===== src/rtl/mem_access_pkg.sv =====
// Shared definitions for the memory access unit.
//   - Size encodings for req_size (byte, half, word).
//   - FSM state type for the access sequencer.
//   - is_misaligned(): alignment/legality check for a size and low address bits.
package mem_access_pkg;

    localparam logic [1:0] SZ_B = 2'd0;
    localparam logic [1:0] SZ_H = 2'd1;
    localparam logic [1:0] SZ_W = 2'd2;

    typedef enum logic [2:0] {
        IDLE,
        RD,
        RD_WAIT,
        WR,
        RESP
    } state_e;

    // Size 3 is not a legal encoding and is reported the same way as misalignment.
    function automatic logic is_misaligned(input logic [1:0] size, input logic [1:0] addr_lo);
        logic bad;
        case (size)
            SZ_B:    bad = 1'b0;
            SZ_H:    bad = addr_lo[0];
            SZ_W:    bad = (addr_lo != 2'b00);
            default: bad = 1'b1;
        endcase
        return bad;
    endfunction

endpackage


===== src/rtl/lane_align.sv =====
// Little-endian lane steering for sub-word accesses (purely combinational).
// Ports:
//   word       - 32-bit word read from memory
//   addr       - byte offset within the word
//   size       - access size (SZ_B / SZ_H / SZ_W)
//   sign_ext   - sign-extend sub-word loads
//   wdata      - right-aligned store data
//   load_data  - extracted and extended load result
//   store_word - read word with the store lane replaced (word stores pass wdata through)
module lane_align
    import mem_access_pkg::*;
(
    input  logic [31:0] word,
    input  logic [1:0]  addr,
    input  logic [1:0]  size,
    input  logic        sign_ext,
    input  logic [31:0] wdata,
    output logic [31:0] load_data,
    output logic [31:0] store_word
);

    logic [7:0]  lane_b;
    logic [15:0] lane_h;

    always_comb begin
        lane_b = word[{addr, 3'b000} +: 8];
        lane_h = addr[1] ? word[31:16] : word[15:0];

        case (size)
            SZ_B:    load_data = sign_ext ? {{24{lane_b[7]}}, lane_b} : {24'b0, lane_b};
            SZ_H:    load_data = sign_ext ? {{16{lane_h[15]}}, lane_h} : {16'b0, lane_h};
            default: load_data = word;
        endcase

        store_word = word;
        case (size)
            SZ_B: store_word[{addr, 3'b000} +: 8] = wdata[7:0];
            SZ_H: begin
                if (addr[1]) begin
                    store_word[31:16] = wdata[15:0];
                end else begin
                    store_word[15:0] = wdata[15:0];
                end
            end
            default: store_word = wdata;
        endcase
    end

endmodule


===== src/rtl/mem_access_unit.sv =====
// Load/store initiator driving the Data_Memory port for the pipeline's memory stage.
// One request at a time; sub-word stores are done as read-modify-write.
// Ports:
//   clk, rst_n                       - clock, asynchronous active-low reset
//   req_valid/req_ready              - request handshake
//   req_we, req_size, req_signed     - store flag, access size, sign-extend flag
//   req_addr, req_wdata              - byte address, right-aligned store data
//   rsp_valid/rsp_ready              - response handshake
//   rsp_rdata, rsp_err               - load result (0 for stores/errors), misalign/illegal flag
//   dm_wr, dm_rd                     - one-cycle memory write/read strobes
//   alu_out, crt                     - memory word index and write data (0 without a strobe)
//   data_rd                          - memory read data, valid RD_LATENCY cycles after dm_rd
module mem_access_unit
    import mem_access_pkg::*;
#(
    parameter int unsigned RD_LATENCY = 1,
    parameter int unsigned ADDR_W     = 32
) (
    input  logic              clk,
    input  logic              rst_n,
    input  logic              req_valid,
    output logic              req_ready,
    input  logic              req_we,
    input  logic [1:0]        req_size,
    input  logic              req_signed,
    input  logic [ADDR_W-1:0] req_addr,
    input  logic [31:0]       req_wdata,
    output logic              rsp_valid,
    input  logic              rsp_ready,
    output logic [31:0]       rsp_rdata,
    output logic              rsp_err,
    output logic              dm_wr,
    output logic              dm_rd,
    output logic [31:0]       alu_out,
    output logic [31:0]       crt,
    input  logic [31:0]       data_rd
);

    localparam logic [1:0] CNT_INIT = 2'(RD_LATENCY - 1);

    state_e            state_q, state_d;
    logic [ADDR_W-1:0] addr_q, addr_d;
    logic [1:0]        size_q, size_d;
    logic              signed_q, signed_d;
    logic              we_q, we_d;
    logic [31:0]       wdata_q, wdata_d;
    logic [31:0]       rdata_q, rdata_d;
    logic              err_q, err_d;
    logic [1:0]        cnt_q, cnt_d;

    logic [31:0] load_data;
    logic [31:0] store_word;
    logic [31:0] word_idx;

    assign word_idx = 32'(addr_q[ADDR_W-1:2]);

    lane_align u_lane_align (
        .word       (data_rd),
        .addr       (addr_q[1:0]),
        .size       (size_q),
        .sign_ext   (signed_q),
        .wdata      (wdata_q),
        .load_data  (load_data),
        .store_word (store_word)
    );

    always_ff @(posedge clk or negedge rst_n) begin
        if (!rst_n) begin
            state_q  <= IDLE;
            addr_q   <= '0;
            size_q   <= '0;
            signed_q <= 1'b0;
            we_q     <= 1'b0;
            wdata_q  <= '0;
            rdata_q  <= '0;
            err_q    <= 1'b0;
            cnt_q    <= '0;
        end else begin
            state_q  <= state_d;
            addr_q   <= addr_d;
            size_q   <= size_d;
            signed_q <= signed_d;
            we_q     <= we_d;
            wdata_q  <= wdata_d;
            rdata_q  <= rdata_d;
            err_q    <= err_d;
            cnt_q    <= cnt_d;
        end
    end

    always_comb begin
        state_d  = state_q;
        addr_d   = addr_q;
        size_d   = size_q;
        signed_d = signed_q;
        we_d     = we_q;
        wdata_d  = wdata_q;
        rdata_d  = rdata_q;
        err_d    = err_q;
        cnt_d    = cnt_q;

        case (state_q)
            IDLE: begin
                if (req_valid) begin
                    addr_d   = req_addr;
                    size_d   = req_size;
                    signed_d = req_signed;
                    we_d     = req_we;
                    wdata_d  = req_wdata;
                    rdata_d  = '0;
                    if (is_misaligned(req_size, req_addr[1:0])) begin
                        err_d   = 1'b1;
                        state_d = RESP;
                    end else begin
                        err_d   = 1'b0;
                        state_d = (req_we && req_size == SZ_W) ? WR : RD;
                    end
                end
            end
            RD: begin
                cnt_d   = CNT_INIT;
                state_d = RD_WAIT;
            end
            RD_WAIT: begin
                if (cnt_q == 2'd0) begin
                    if (we_q) begin
                        // Merged word replaces wdata so WR can drive crt from one register.
                        wdata_d = store_word;
                        state_d = WR;
                    end else begin
                        rdata_d = load_data;
                        state_d = RESP;
                    end
                end else begin
                    cnt_d = cnt_q - 2'd1;
                end
            end
            WR: begin
                state_d = RESP;
            end
            RESP: begin
                if (rsp_ready) begin
                    state_d = IDLE;
                end
            end
            default: state_d = IDLE;
        endcase
    end

    // Outputs decode straight from state so a reset drops the strobes without a clock.
    always_comb begin
        req_ready = (state_q == IDLE);
        dm_rd     = (state_q == RD);
        dm_wr     = (state_q == WR);
        alu_out   = (dm_rd || dm_wr) ? word_idx : 32'd0;
        crt       = dm_wr ? wdata_q : 32'd0;
        rsp_valid = (state_q == RESP);
        rsp_rdata = rsp_valid ? rdata_q : 32'd0;
        rsp_err   = rsp_valid && err_q;
    end

endmodule


===== config.mk =====
export PLATFORM = sky130hd
export DESIGN_NAME = mem_access_unit
export DESIGN_NICKNAME = d
export VERILOG_FILES = /design/src/rtl/mem_access_pkg.sv /design/src/rtl/lane_align.sv /design/src/rtl/mem_access_unit.sv
export SDC_FILE = /design/constraint.sdc
export NUM_CORES = 1
export LEC_CHECK = 0
export BUFFER_PORTS_ARGS = -buffer_cell sky130_fd_sc_hd__buf_4
export CORE_UTILIZATION = 45
export CTS_BUF_LIST = sky130_fd_sc_hd__clkbuf_8
export DETAILED_ROUTE_END_ITERATION = 10
export PLACE_DENSITY = 0.75
export SLEW_MARGIN = 20
export SYNTH_ARGS = -nofsm -noshare
export SYNTH_HDL_FRONTEND = slang
export SYNTH_SLANG_ARGS = --single-unit

===== constraint.sdc =====
create_clock -name clk -period 2.19 [get_ports clk]
set_input_delay 0.438 -clock clk [delete_from_list [all_inputs] [get_ports clk]]
set_output_delay 0.438 -clock clk [all_outputs]
set_load 0.05 [all_outputs]

After elaboration in Yosys (flattened, before gate mapping)
Index checks and enable logic that the tools add are counted.
{"block": "classes", "addsub": 2, "n_eq_ne": 15, "shift": 3, "mux": 32, "n_reduce_logical": 16}
{"cell": "32-bit two-way mux", "n": 10}
{"cell": "32-bit one-hot mux with 2 select lines", "n": 4}
{"cell": "16-bit two-way mux", "n": 3}
{"cell": "32-bit bitwise mux", "n": 1}
{"cell": "8-bit by 7-bit variable shift with 32-bit output (first input constant)", "n": 1}
{"cell": "32-bit by 6-bit indexed part select with 8-bit output", "n": 1}
{"cell": "8-bit by 7-bit indexed part select with 32-bit output", "n": 1}
{"cell": "30-bit two-way mux", "n": 1}
{"cell": "3-bit two-way mux", "n": 5}
{"cell": "3-bit one-hot mux with 5 select lines", "n": 1}
{"cell": "2-bit inequality test (second input constant)", "n": 5}
{"cell": "5-bit negator with 7-bit output", "n": 1}
{"cell": "3-bit by 2-bit equality test with 1-bit output (second input constant)", "n": 2}
{"cell": "2-bit logical NOT", "n": 3}
{"cell": "6-bit AND reduction", "n": 1}
{"cell": "2-bit nonzero test", "n": 3}
{"cell": "5-bit AND reduction", "n": 1}
{"cell": "2-bit by 1-bit equality test with 1-bit output (second input constant)", "n": 2}
{"cell": "2-bit two-way mux", "n": 2}
{"cell": "2-bit one-hot mux with 2 select lines", "n": 1}
{"cell": "2-bit AND reduction", "n": 2}
{"cell": "4-bit AND reduction", "n": 1}
{"cell": "3-bit by 1-bit equality test with 1-bit output (second input constant)", "n": 1}
{"cell": "3-bit equality test (second input constant)", "n": 1}
{"cell": "11 further kinds", "n": 14}
{"block": "totals", "reg_bits": 106, "in_bits": 104, "output_inout_bits": 101, "word_cells": 78}

Depth between registers and ports, before layout
{"block": "logic_depth", "ltp_word": 7, "depth_mapped": 9, "mapped_depth_nobuf": 6}

Hierarchy
From an unflattened synthesis, not the netlist that was laid out.
{"block": "hier_totals", "hier_cells": 685, "area_unflattened_um2": 7068.0}
{"mod": "mem_access_unit", "instances": 1, "cells_each": 410, "area_per_inst_um2": 5307.6, "seq_area_each_um2": 2652.5}
{"mod": "lane_align", "instances": 1, "cells_each": 275, "area_per_inst_um2": 1760.4, "seq_area_each_um2": 0.0}

Worst setup path before layout
OpenSTA, ideal clock, no wires.
{"block": "synth_path", "kind": "reg2reg", "start": "register state_q[0]", "end": "register addr_q[10]", "arrival_ns": 2.504, "slack_ns": -0.439, "path_stages_with_launch": 7, "path_buffers": 3, "synth_period_minus_slack_ns": 2.629, "path_cell_list": "dfrtp_1 -> buf_6 -> nor3_1 -> and2_1 -> buf_2 -> buf_2 -> mux2_2"}
{"block": "synth_between", "elab_chain_len": 2}
{"item": "start, declared", "line_no": "mem_access_unit.sv:41", "text": "state_e state_q, state_d;"}
{"item": "start signal, assigned", "line_no": "mem_access_unit.sv:79", "text": "state_q <= state_d;"}
{"item": "3-bit logical NOT"}
{"item": "named net req_ready", "line_no": "mem_access_unit.sv:22", "text": "output logic req_ready,"}
{"item": "2-bit AND reduction (no source line)"}
{"item": "end signal, assigned", "line_no": "mem_access_unit.sv:80", "text": "addr_q <= addr_d;"}
{"item": "end, declared", "line_no": "mem_access_unit.sv:42", "text": "logic [ADDR_W-1:0] addr_q, addr_d;"}
The timed path passes the listed nets, and every way through them passes these cells.
A chain may end at the register's enable or synchronous reset.

Final worst setup path
{"block": "layout_path", "start": "register state_q[1]", "end": "output port rsp_rdata[29]"}
{"block": "layout_between", "elab_chain_len": 2}
{"item": "3-bit equality test", "line_no": "mem_access_unit.sv:157", "text": "rsp_valid = (state_q == RESP);"}
{"item": "32-bit two-way mux", "line_no": "mem_access_unit.sv:158", "text": "rsp_rdata = rsp_valid ? rdata_q : 32'd0;"}
{"item": "end, declared", "line_no": "mem_access_unit.sv:30", "text": "output logic [31:0] rsp_rdata,"}
Every way passes these cells.

==> flow_metrics.tcl <==
set metrics [dict create \
    path_class "register to primary output" \
    cts_tree "yes" \
    netlist_area_um2 6426 \
    cpMaxStageDelayCell "dfrtp_1" \
    slowest_delay_ns 0.38 \
    top_layer "met4" \
    cp_top_family "buffers and inverters" \
    synth_edf_count 0 \
    gp_congestion 0.9031 \
    leakagePower_nw 4.055 \
    comb_power_share 0.561 \
    vias 6082 \
    die_w_um 121.5 \
    synth.most_common_cell "dfrtp_1" \
    setup_viol 0 \
    endpoint_kind "primary output" \
    post-route-drc-count 0 \
    status "complete, no violations" \
    worst_slew_pin_slew_ns 0.7083 \
    fill_cells 1190 \
    critPathBufInv 3 \
    place_ws_ns 0.1174 \
    seq_area_frac_synth 0.4128 \
    peakVddDrop_mv 0.8008 \
    clock_sinks 106 \
    io_buffers 202 \
    clk_latency_ns 0.39 \
    start_util 0.4630 \
    cp_max_fo 35 \
    yosys_warnings 0 \
    startpoint_type "register" \
    htreeDepth 3 \
    synth_cells 665 \
    m1WireLength_um 7771 \
    antenna_found_initial 0 \
    worstPathRequired_ns 1.75 \
    die_h_um 121.5 \
    multi_input_area_um2 3463 \
    synth_ff_type "dfrtp_1" \
    seq_power_share 0.330 \
    hold_class "primary input to register" \
    yosysTopAreaCell "dfrtp_1" \
    setup_tns_ns 0 \
    met3_wirelength_um 1982 \
    syn2layout_area_growth_pct 30.63 \
    async_flop_share 1.000 \
    p_switching_mw 5.007 \
    max_freq_mhz 474.6 \
    grt.overflow.total 0 \
    first_global_vias 5782 \
    nets 960 \
    crit_chain "clkinv_2 -> and3_4 -> buf_12 -> and2_2 -> buf_4" \
    finalCriticalPeriod_ns 2.107 \
    synth_seq_cells 106 \
    final-hold-violation-count 0 \
    cts.clk_slew.worst_paths_ns 0.10 \
    dieArea_um2 14760 \
    wl_met2_um 9410 \
    final_core_util 0.6047 \
    routed_wl_um 19770 \
    cts_root_buf "clkbuf_8" \
    io_pins 205 \
    swShare 0.4619 \
    grt_use_total 0.2684 \
    synth_area_leaders "dfrtp_1 (41%), mux2_2 (7.5%), and2_1 (6.3%), mux2i_1 (4.5%), a22oi_1 (3.6%)" \
    relSlewSlack 0.5212 \
    synthTopCellsByCount "dfrtp_1 (106), and2_1 (65), o21ai_0 (45), mux2_2 (43), nand2_1 (37)" \
    finClkSkew_ns 0.008858 \
    period_share 0.9622 \
    timing.final.ws_setup_ns 0.08288 \
    core-area_um2 13880 \
    internal-power_mw 5.834 \
    drt_iter0_drc 529 \
    grt_max_degree 63 \
    placedCellCount 1014 \
    arrival_ns 1.67 \
    powerDensity_nw_per_um2 1292 \
    drtPass1Iterations 7 \
    regArea_um2 2655 \
    yosysTopAreaCellShare 0.4128 \
    wl_per_cell_um 19.11 \
    final_antenna_net_count 0 \
    drv_slew 0 \
    fp-row-count 43 \
    cap_violations 0 \
    clockBufferDepth 2 \
    drive_above_1_share 0.3836 \
    final_cells 1035 \
    yosysUniqueCellTypes 55 \
    avgSynthCellArea_um2 9.663 \
    antenna_cells 0 \
    grt_pass1_wl_um 30160 \
    viasPerCell 5.876 \
    grt_setup_unrepaired "no" \
    cts_inserted_buffers 9 \
    clock_power_share 0.108 \
    hpwl_um 14770 \
]
## through the flow
stage | hold WS, ns | instance area (um2) | power (mW)
2_1_floorplan | 0.1424 | 6452 | 7.836
3_3_place_gp | 0.3926 | 8152 | 9.333
3_5_place_dp | 0.4014 | 8152 | 9.551
4_1_cts | 0.2029 | 8378 | 10.79
5_1_grt | 0.2209 | 8394 | 11.50
6_report | 0.2264 | 8394 | 10.84
## logic make-up (layout without fill, tap and decap cells)
logic type / count (synthesis) / count (layout) / share of synthesized area
other: 1 / 2 / 0.0005836
AO/OA/AOI/OAI: 186 / 186 / 0.2009
multiplexers: 79 / 79 / 0.1328
flip-flops: 106 / 106 / 0.4128
adder cells (fa/ha/maj): 6 / 6 / 0.01168
AND/OR/NAND/NOR: 214 / 214 / 0.1861
buffers and inverters: 73 / 262 / 0.05510
## metal layers
metal | track usage | vias to the layer above
met5 | 0 | -
met4 | 0.1173 | 0
met3 | 0.06438 | 47
met2 | 0.4332 | 348
met1 | 0.3421 | 2907
li1 | - | 2780
## layout make-up
cell class | instances | area share
timing repair buffer | 233 | 0.2166
tap | 180 | 0.02683
clock inverter | 4 | 0.002087
clock buffer | 12 | 0.01968
inverter | 13 | 0.005962
sequential | 106 | 0.3163
multi-input combinational | 487 | 0.4126
## worst reg2reg max path: stages, from the launching register on
cell       delay (ns)
dfrtp_1          0.44
inv_1            0.21
ha_1             0.30
nor4bb_1         0.31
buf_4            0.21
a2111oi_2        0.08
a311oi_2         0.26
mux2_2           0.20
## state kept, by name (all words and copies together) (netlist names)
name	cells
cnt_q	2
err_q	1
rdata_q	32
size_q	2
state_q	3
signed_q	1
wdata_q	32
addr_q	32
we_q	1
## power by group through the flow
| stage | Sequential (mW) | Clock, mW | Combinational, mW |
|---|---|---|---|
| 2_1_floorplan | 3.27 | 0 | 4.56 |
| 3_3_place_gp | 3.61 | 0 | 5.73 |
| 3_5_place_dp | 3.63 | 0 | 5.92 |
| 4_1_cts | 3.56 | 1.20 | 6.03 |
| 5_1_grt | 3.68 | 1.27 | 6.55 |
| 6_report | 3.58 | 1.17 | 6.08 |
## cells in the final DEF (no fill, tap or decap), types with 10 or more instances in the layout
cell / instances
a21oi_1: 34
a21oi_2: 12
a221o_1: 15
a22o_1: 13
a22oi_1: 31
a31oi_1: 11
and2_1: 55
and2_2: 10
and3_1: 33
buf_4: 226
clkbuf_8: 12
dfrtp_1: 104
inv_1: 13
mux2_2: 43
mux2i_1: 29
nand2_1: 37
nor2_1: 27
o21ai_0: 45
## worst paths after layout
path / start / end / slack [ns] / depth (start not counted)
setup / recovery: state_q[1] / rsp_rdata[29] / 0.08 / 5
hold / removal: rsp_ready / state_q[2] / 0.23 / 2
setup reg to reg: addr_q[1] / wdata_q[24] / 0.12 / 7
hold reg to reg: addr_q[28] / addr_q[28] / 0.48 / 1
max in group asynchronous: rst_n / state_q[2] / 1.06 / 3
min in group asynchronous: rst_n / rdata_q[0] / 0.51 / 2
## repair_timing
item | CTS | global route
pin swaps | 0 | 0
setup buffers | 4 | 0
gates resized for setup | 4 | 4
endpoints found under the hold margin | 26 | 0
hold buffers | 1 | 0
endpoints found under the setup margin | 96 | 50
No activity file was read; power rests on OpenSTA's default activity.
